<file path="src/rtl/bcd_counter_slow.sv">
// bcd_counter_slow: multi-digit up/down BCD counter advanced by a slow-tick strobe
//
// Ports:
//   clk       rising-edge clock
//   reset     synchronous active-high clear of all digits
//   slowena   count strobe; one step per clk edge while high
//   up_dn     1 = count up, 0 = count down
//   load      synchronous parallel load (digits >9 stored as 9)
//   load_val  BCD load value, digit i = load_val[4i+3:4i]
//   q         current count, digit 0 least significant
//   tc        combinational terminal count, meant as slowena of a next stage
//
// Build option: define BCDC_SATURATE_EN to hold at 9..9 / 0..0 instead of wrapping.
module bcd_counter_slow #(
    parameter int DIGITS = 2
) (
    input  logic                  clk,
    input  logic                  reset,
    input  logic                  slowena,
    input  logic                  up_dn,
    input  logic                  load,
    input  logic [4*DIGITS-1:0]   load_val,
    output logic [4*DIGITS-1:0]   q,
    output logic                  tc
);
    // ripple[i] is high when every digit below i sits at its wrap value,
    // so digit i steps on this edge; ripple[DIGITS] flags the whole counter at its end
    logic [DIGITS:0]       ripple;
    logic [4*DIGITS-1:0]   load_clamped;
    logic [4*DIGITS-1:0]   stepped;
    logic                  hold_end;

    assign ripple[0] = 1'b1;

    for (genvar i = 0; i < DIGITS; i++) begin : g_dig
        logic [3:0] d;
        logic [3:0] lv;
        assign d  = q[4*i +: 4];
        assign lv = load_val[4*i +: 4];
        assign load_clamped[4*i +: 4] = (lv > 4'd9) ? 4'd9 : lv;
        assign ripple[i+1] = ripple[i] & (up_dn ? (d == 4'd9) : (d == 4'd0));
        assign stepped[4*i +: 4] = !ripple[i] ? d :
                                   up_dn ? ((d == 4'd9) ? 4'd0 : d + 4'd1) :
                                           ((d == 4'd0) ? 4'd9 : d - 4'd1);
    end

    assign tc = slowena & ripple[DIGITS];

`ifdef BCDC_SATURATE_EN
    assign hold_end = ripple[DIGITS];
`else
    assign hold_end = 1'b0;
`endif

    always_ff @(posedge clk) begin
        if (reset)
            q <= '0;
        else if (load)
            q <= load_clamped;
        else if (slowena && !hold_end)
            q <= stepped;
    end
endmodule

</file>
<file path="config.mk">
export PLATFORM = sky130hd
export DESIGN_NAME = bcd_counter_slow
export DESIGN_NICKNAME = d
export VERILOG_FILES = /design/src/rtl/bcd_counter_slow.sv
export SDC_FILE = /design/constraint.sdc
export NUM_CORES = 1
export LEC_CHECK = 0
export BUFFER_PORTS_ARGS = -buffer_cell sky130_fd_sc_hd__buf_2
export CAP_MARGIN = 20
export CORE_MARGIN = 2
export CORE_UTILIZATION = 51
export CTS_CLUSTER_DIAMETER = 150
export CTS_CLUSTER_SIZE = 20
export DETAILED_ROUTE_END_ITERATION = 12
export PLACE_DENSITY_LB_ADDON = 0.2
export SLEW_MARGIN = 25
export SYNTH_ARGS = -nofsm -noshare
export SYNTH_HDL_FRONTEND = slang
export SYNTH_SLANG_ARGS = --single-unit
</file>
<file path="constraint.sdc">
create_clock -name clk -period 4.25 [get_ports clk]
set_input_delay 0.425 -clock clk [delete_from_list [all_inputs] [get_ports clk]]
set_output_delay 0.425 -clock clk [all_outputs]
set_load 0.01 [all_outputs]
</file>
==> results of run 1 <==
## cells in the mapped netlist (3+ instances only)
library cell  instances
a221oi_1              3
nor3_1                5
a21oi_1               3
inv_1                 5
nand3b_1              3
dfxtp_1               8
o21ai_0               8
and2_1                3
a2111oi_0             4
nor2_1                6
a21o_1                3
## kinds of logic (layout without fill, tap and decap cells)
group | Yosys count | count (layout) | share of synthesized area (%)
AND/OR/NAND/NOR | 39 | 39 | 34.1
AO/OA/AOI/OAI | 32 | 32 | 32.9
buffers and inverters | 13 | 30 | 7.93
flip-flops | 8 | 8 | 21.6
XOR/XNOR | 3 | 3 | 3.54
## routing by layer
layer / GRT usage (%) / vias up
met1: 24.4 / 371
met4: 3.75 / 0
met5: 0 / -
met3: 7.76 / 2
met2: 38.1 / 10
li1: - / 396
## worst max-delay path by stage
stage,startpoint,endpoint
floorplan,up_dn,tc
global placement,up_dn,tc
detailed placement,up_dn,tc
CTS,q[0]$_SDFFE_PP0P_,tc
global route,q[0]$_SDFFE_PP0P_,tc
finish,q[4]$_SDFFE_PP0P_,tc
## critical path, delay by kind of cell, from the launching register on
kind            cells  cell delay (ns)
simple gates        1             0.40
flops               1             0.42
buf+inv             1             0.20
compound gates      1             0.39
## layout by cell type (no fill, tap or decap), types with 3 or more instances in the layout
master     count
o21ai_0        8
and2_1         3
a2111oi_0      4
nor3_1         5
nand3b_1       3
a221oi_1       3
a21o_1         3
buf_2         21
clkbuf_4       3
nor2_1         6
dfxtp_1        8
a21oi_1        3
inv_1          5
## power by group through the flow
stage / clock network [mW] / registers [mW] / logic, mW
after floorplan: 0 / 0.0944 / 0.0504
after global placement: 0 / 0.0984 / 0.0639
after detailed placement: 0 / 0.0989 / 0.0658
after CTS: 0.0598 / 0.0973 / 0.0661
after global routing: 0.0660 / 0.0994 / 0.0728
final: 0.0574 / 0.0976 / 0.0657
## per-stage QoR
stage               hold slack [ns]  util (%)  instance area (µm²)  std cells  power (mW)
floorplan                     0.526         -                  742         95       0.145
global route                  0.444      63.9                  852        127       0.238
finish                        0.432      63.9                  852        127       0.221
global placement              0.623      62.2                  830        124       0.162
detailed placement            0.639      62.2                  830        124       0.165
CTS                           0.430      63.9                  852        127       0.223
## cell type report
type                    instances  area (µm²)
multi-input cells              74         523
fillers                       142         482
flip-flops and latches          8         160
repair buffers                 21         105
clock buffers                   3        22.5
inverters                       6        22.5
well taps                      15        18.8
==> out/metrics.yaml, run 1 <==
status: "completed"
yosysWarnings: 0
worst_pin_slew_ns: 0.445
via_count: 779
grt_pass1_vias: 667
critPathLaunchType: "flip-flop"
antenna_found_initial: 0
hold-path-endpoint: "q[6]$_SDFFE_PP0P_"
highest_layer: "met4"
grt_usage_pct: 21.3
reg2reg_depth: 4
synthCells: 95
clkTransAtPathRegs_ns: 0.05
combPwrFrac_pct: 29.8
port_buffers: 21
grt_max_degree: 19
r2r_slack_ns: 2.60
ctsHtreeMaxLevel: 1
largest_reg_flops: 8
insertedDiodeCount: 0
initial_core_util_pct: 55.6
pwr-share-seq_pct: 44.2
worstSetupEndpointType: "primary output"
setup_viol: 0
rsz0062_at_grt: "false"
p_leak_nw: 0.343
ys_seq_area_share_pct: 21.6
slew_headroom_pct: 69.6
hpwl_um: 1340
dr.first_iter.drc_count: 4
slew_viol_final: 0
syn_to_final_growth_pct: 14.8
synth_area_leaders: "dfxtp_1 22%, o21ai_0 5.4%, a2111oi_0 4.7%, a221oi_1 3.5%, nor3_1 3.4%"
gp_routability_congestion: 0.844
synth_flop_cell: "dfxtp_1"
crit_slowest_cell: "dfxtp_1"
rows: 13
p_per_area_nw_per_um2: 259
route.met2.wl_um: 918
cp.arrival_ns: 1.66
yosysTopAreaCellShare_pct: 21.6
ys_types: 46
p_sw_mw: 0.0748
ioPinCount: 22
dr.pass1.iters: 4
via_per_inst: 6.13
final_nets: 127
cts_num_sinks: 8
top_register: "q"
reg.largest.list: "q: 8 flops"
finalSetupTns_ns: 0
post_cts_buffers: 0
swShare_pct: 33.9
path_cells: "or3_1, a2111oi_0, buf_2"
reg2reg_from: "q[0]$_SDFFE_PP0P_"
hp-start: "load_val[6]"
drive_gt1_share_pct: 28.6
final.setup_skew_ns: 0.00441
drcViolationCount: 0
finalHoldViolCount: 0
reg2reg_to: "q[7]$_SDFFE_PP0P_"
cts.repair.resized: 0
syn_area_per_cell_um2: 7.81
clk_latency_ns: 0.25
wire_per_inst_um: 14.2
die_w_um: 42.1
critPathMaxStageDelay_ns: 0.42
yosys_register_bits: 8
pwr-share-clk_pct: 26.0
grt_pass1_wl_um: 2920
cts_tree: "built"
ir_drop_uv: 238
coreArea_um2: 1330
syn_nets: 108
wl_met1_um: 815
yosysTopAreaCell: "dfxtp_1"
postRouteAntennaNets: 0
grt-ovfl-total: 0
clock_path_buffers: 2
wl_met3_um: 61
max_freq_ghz: 0.480
crit_type: "reg2out"
die_h_um: 42.1
max_cap_viol_count: 0
synth_edf_count: 0
intPower_mw: 0.146
layout_min_cycle_time_ns: 2.08
die_area_um2: 1780
hp-class: "in2reg"
post-route-period-util_pct: 49.0
fin_ws_ns: 2.17
syn-cell-area_um2: 742
cts_inserted_buffers: 3
synthArstFlopShare_pct: 0
root_buffer: "clkbuf_4"
cp.required_ns: 3.83
pre_cts_ws_ns: 2.30
min_path_cells: 3
path_max_fanout: 13
finalWirelength_um: 1800
ctsHoldBuffers: 0
No activity file was read; power rests on OpenSTA's default activity.
==> run 2, diff against run 1 <==
--- a/config.mk
+++ b/config.mk
@@ -5,10 +5,11 @@
 export SDC_FILE = /design/constraint.sdc
 export NUM_CORES = 1
 export LEC_CHECK = 0
+export ABC_AREA = 1
 export BUFFER_PORTS_ARGS = -buffer_cell sky130_fd_sc_hd__buf_2
 export CAP_MARGIN = 20
 export CORE_MARGIN = 2
-export CORE_UTILIZATION = 51
+export CORE_UTILIZATION = 46
 export CTS_CLUSTER_DIAMETER = 150
 export CTS_CLUSTER_SIZE = 20
 export DETAILED_ROUTE_END_ITERATION = 12
==> constraint.sdc (replaced) <==
create_clock -name clk -period 1.75 [get_ports clk]
set_input_delay 0.175 -clock clk [delete_from_list [all_inputs] [get_ports clk]]
set_output_delay 0.175 -clock clk [all_outputs]
set_load 0.01 [all_outputs]
==> out/metrics.yaml, run 2 <==
status: "completed"
grt_usage_pct: 20.3
via_per_inst: 5.23
path_cells: "nand2_1, nor2_1, nor2_2, nor3_1, buf_2"
synthArstFlopShare_pct: 0
use_met3_pct: 2.35
hpwl_um: 1430
yosysTopAreaCellShare_pct: 19.8
dr.first_iter.drc_count: 12
grt-ovfl-total: 0
grt_pass1_vias: 783
ctsHoldBuffers: 0
final.setup_skew_ns: 0.00426
syn_nets: 153
rows: 15
grtUsageMet1_pct: 26.3
max_freq_ghz: 0.627
drive_gt1_share_pct: 29.6
path_max_fanout: 9
max_cap_viol_count: 0
reg2reg_to: "q[5]$_SDFFE_PP0P_"
critPathLaunchType: "flip-flop"
top_register: "q"
gp_routability_congestion: 0.829
grt_max_degree: 13
die_w_um: 46.1
intPower_mw: 0.373
cp.arrival_ns: 1.42
ioPinCount: 22
reg2reg_depth: 9
hp-class: "in2reg"
layout_min_cycle_time_ns: 1.59
final_cells: 176
stdcell_area_um2: 927
syn_to_final_growth_pct: 13.5
reg2reg_from: "q[4]$_SDFFE_PP0P_"
yosysTopAreaCell: "nand2_1"
synth_area_leaders: "nand2_1 20%, dfxtp_1 20%, nor2_1 8.3%, nand3_1 8.0%, inv_1 4.6%"
synthCells: 140
post-route-period-util_pct: 91.1
place_area_um2: 903
finalWirelength_um: 1840
min_path_cells: 2
die_area_um2: 2130
syn_area_per_cell_um2: 5.84
postRouteAntennaNets: 0
critPathMaxStageDelay_ns: 0.56
finalSetupTns_ns: 0
yosys_register_bits: 8
layout_commonest_cell: "nand2_1"
hold-path-endpoint: "q[3]$_SDFFE_PP0P_"
cts_tree: "built"
worstSetupEndpointType: "primary output"
hp-start: "reset"
synth_flop_cell: "dfxtp_1"
place_inst: 173
slew_viol_final: 0
ir_drop_uv: 568
ctsHtreeMaxLevel: 1
slew_headroom_pct: 72.5
antenna_found_initial: 0
combPwrFrac_pct: 37.3
ys_seq_area_share_pct: 19.6
root_buffer: "clkbuf_4"
wire_per_inst_um: 10.4
cp.required_ns: 1.57
synth.most_common_cell: "nand2_1"
p_per_area_nw_per_um2: 669
reg.largest.list: "q: 8 flops"
swShare_pct: 39.9
grt-busiest-layer: "met2"
drcViolationCount: 0
clock_path_buffers: 2
final_cell_mix: "43 x nand2_1, 21 x buf_2, 18 x nor2_1"
grt_pass1_wl_um: 3120
largest_reg_flops: 8
p_sw_mw: 0.248
pwr-share-clk_pct: 23.5
port_buffers: 21
yosysWarnings: 0
p_leak_nw: 0.492
via_count: 921
die_h_um: 46.1
crit_slowest_cell: "dfxtp_1"
insertedDiodeCount: 0
crit_type: "reg2out"
rsz0062_at_grt: "false"
clkTransAtPathRegs_ns: 0.06
final_core_util_pct: 54.9
pwr-share-seq_pct: 39.2
cts_inserted_buffers: 3
syn-cell-area_um2: 817
use_met2_pct: 30.3
post_cts_buffers: 0
finalHoldViolCount: 0
setup_viol: 0
final_nets: 174
ys_types: 25
clk_latency_ns: 0.26
worst_pin_slew_ns: 0.412
initial_core_util_pct: 48.4
r2r_slack_ns: 0.45
dr.pass1.iters: 4
synth_edf_count: 0
coreArea_um2: 1690
ys_top_cells_by_count: "43 x nand2_1, 18 x nor2_1, 13 x nand3_1, 10 x inv_1, 8 x dfxtp_1"
cts_num_sinks: 8
[run 2: changes by cell type after synthesis, moves of 4 or more]
cell       before  now
inv_1           5   10
nor2_1          6   18
nor2_2          0    4
a2111oi_0       4    0
nand3_1         2   13
nand2_2         0    4
nor3_1          5    1
a21oi_2         0    4
inv_2           0    6
nand2_1         2   43
[run 2: critical path, delay by kind of cell (launching register included)]
family,cells,cell delay (ns)
buffers and inverters,1,0.16
DFF,1,0.56
and+or+nand+nor,4,0.45
[run 2: metrics by stage]
step | hold slack (ns) | worst slack [ns] | total power, mW
5_1_grt | 0.108 | 0.0398 | 0.666
3_3_place_gp | 0.364 | 0.390 | 0.472
2_1_floorplan | 0.237 | 0.470 | 0.420
4_1_cts | 0.0957 | 0.0735 | 0.622
6_report | 0.0988 | 0.156 | 0.620
3_5_place_dp | 0.371 | 0.356 | 0.477
[run 2: worst max-delay path by stage]
| stage | startpoint | to | slack [ns] |
|---|---|---|---|
| final | q[4]$_SDFFE_PP0P_ | tc | 0.16 |
| after global routing | q[4]$_SDFFE_PP0P_ | tc | 0.04 |
| after CTS | q[0]$_SDFFE_PP0P_ | tc | 0.07 |
| after detailed placement | q[0]$_SDFFE_PP0P_ | tc | 0.36 |
| after global placement | q[0]$_SDFFE_PP0P_ | tc | 0.39 |
| after floorplan | q[0]$_SDFFE_PP0P_ | tc | 0.47 |
[run 2: final cells by class]
cell class	count	area (µm²)
Sequential cell	8	161
Tap cell	17	21.3
Multi-Input combinational cell	111	557
Clock buffer	3	22.5
Fill cell	184	762
Inverter	16	60.1
Timing Repair Buffer	21	105
[run 2: kinds of logic (layout without fill, tap and decap cells)]
group | Yosys count | count (layout) | synth area share (%)
AND/OR/NAND/NOR | 89 | 89 | 51.6
AO/OA/AOI/OAI | 22 | 22 | 16.5
buffers and inverters | 21 | 40 | 12.3
flip-flops | 8 | 8 | 19.6
[run 2: per-layer routing]
metal | part of all wire [%] | up-vias
met5 | 0 | -
met4 | 2.2 | 0
met3 | 4.0 | 5
met2 | 45 | 21
met1 | 49 | 408
li1 | - | 487
[run 2: power groups by stage]
stage / clock network (mW) / logic [mW] / registers, mW
2_1_floorplan: 0 / 0.188 / 0.232
3_3_place_gp: 0 / 0.227 / 0.244
3_5_place_dp: 0 / 0.231 / 0.246
4_1_cts: 0.147 / 0.232 / 0.242
5_1_grt: 0.154 / 0.265 / 0.247
6_report: 0.146 / 0.231 / 0.243
[run 2: timing repair]
| action | in CTS | in global routing |
|---|---|---|
| setup endpoints to repair | 0 | 1 |
| endpoints found under the hold margin | 0 | 0 |
| gates resized for setup | 0 | 1 |
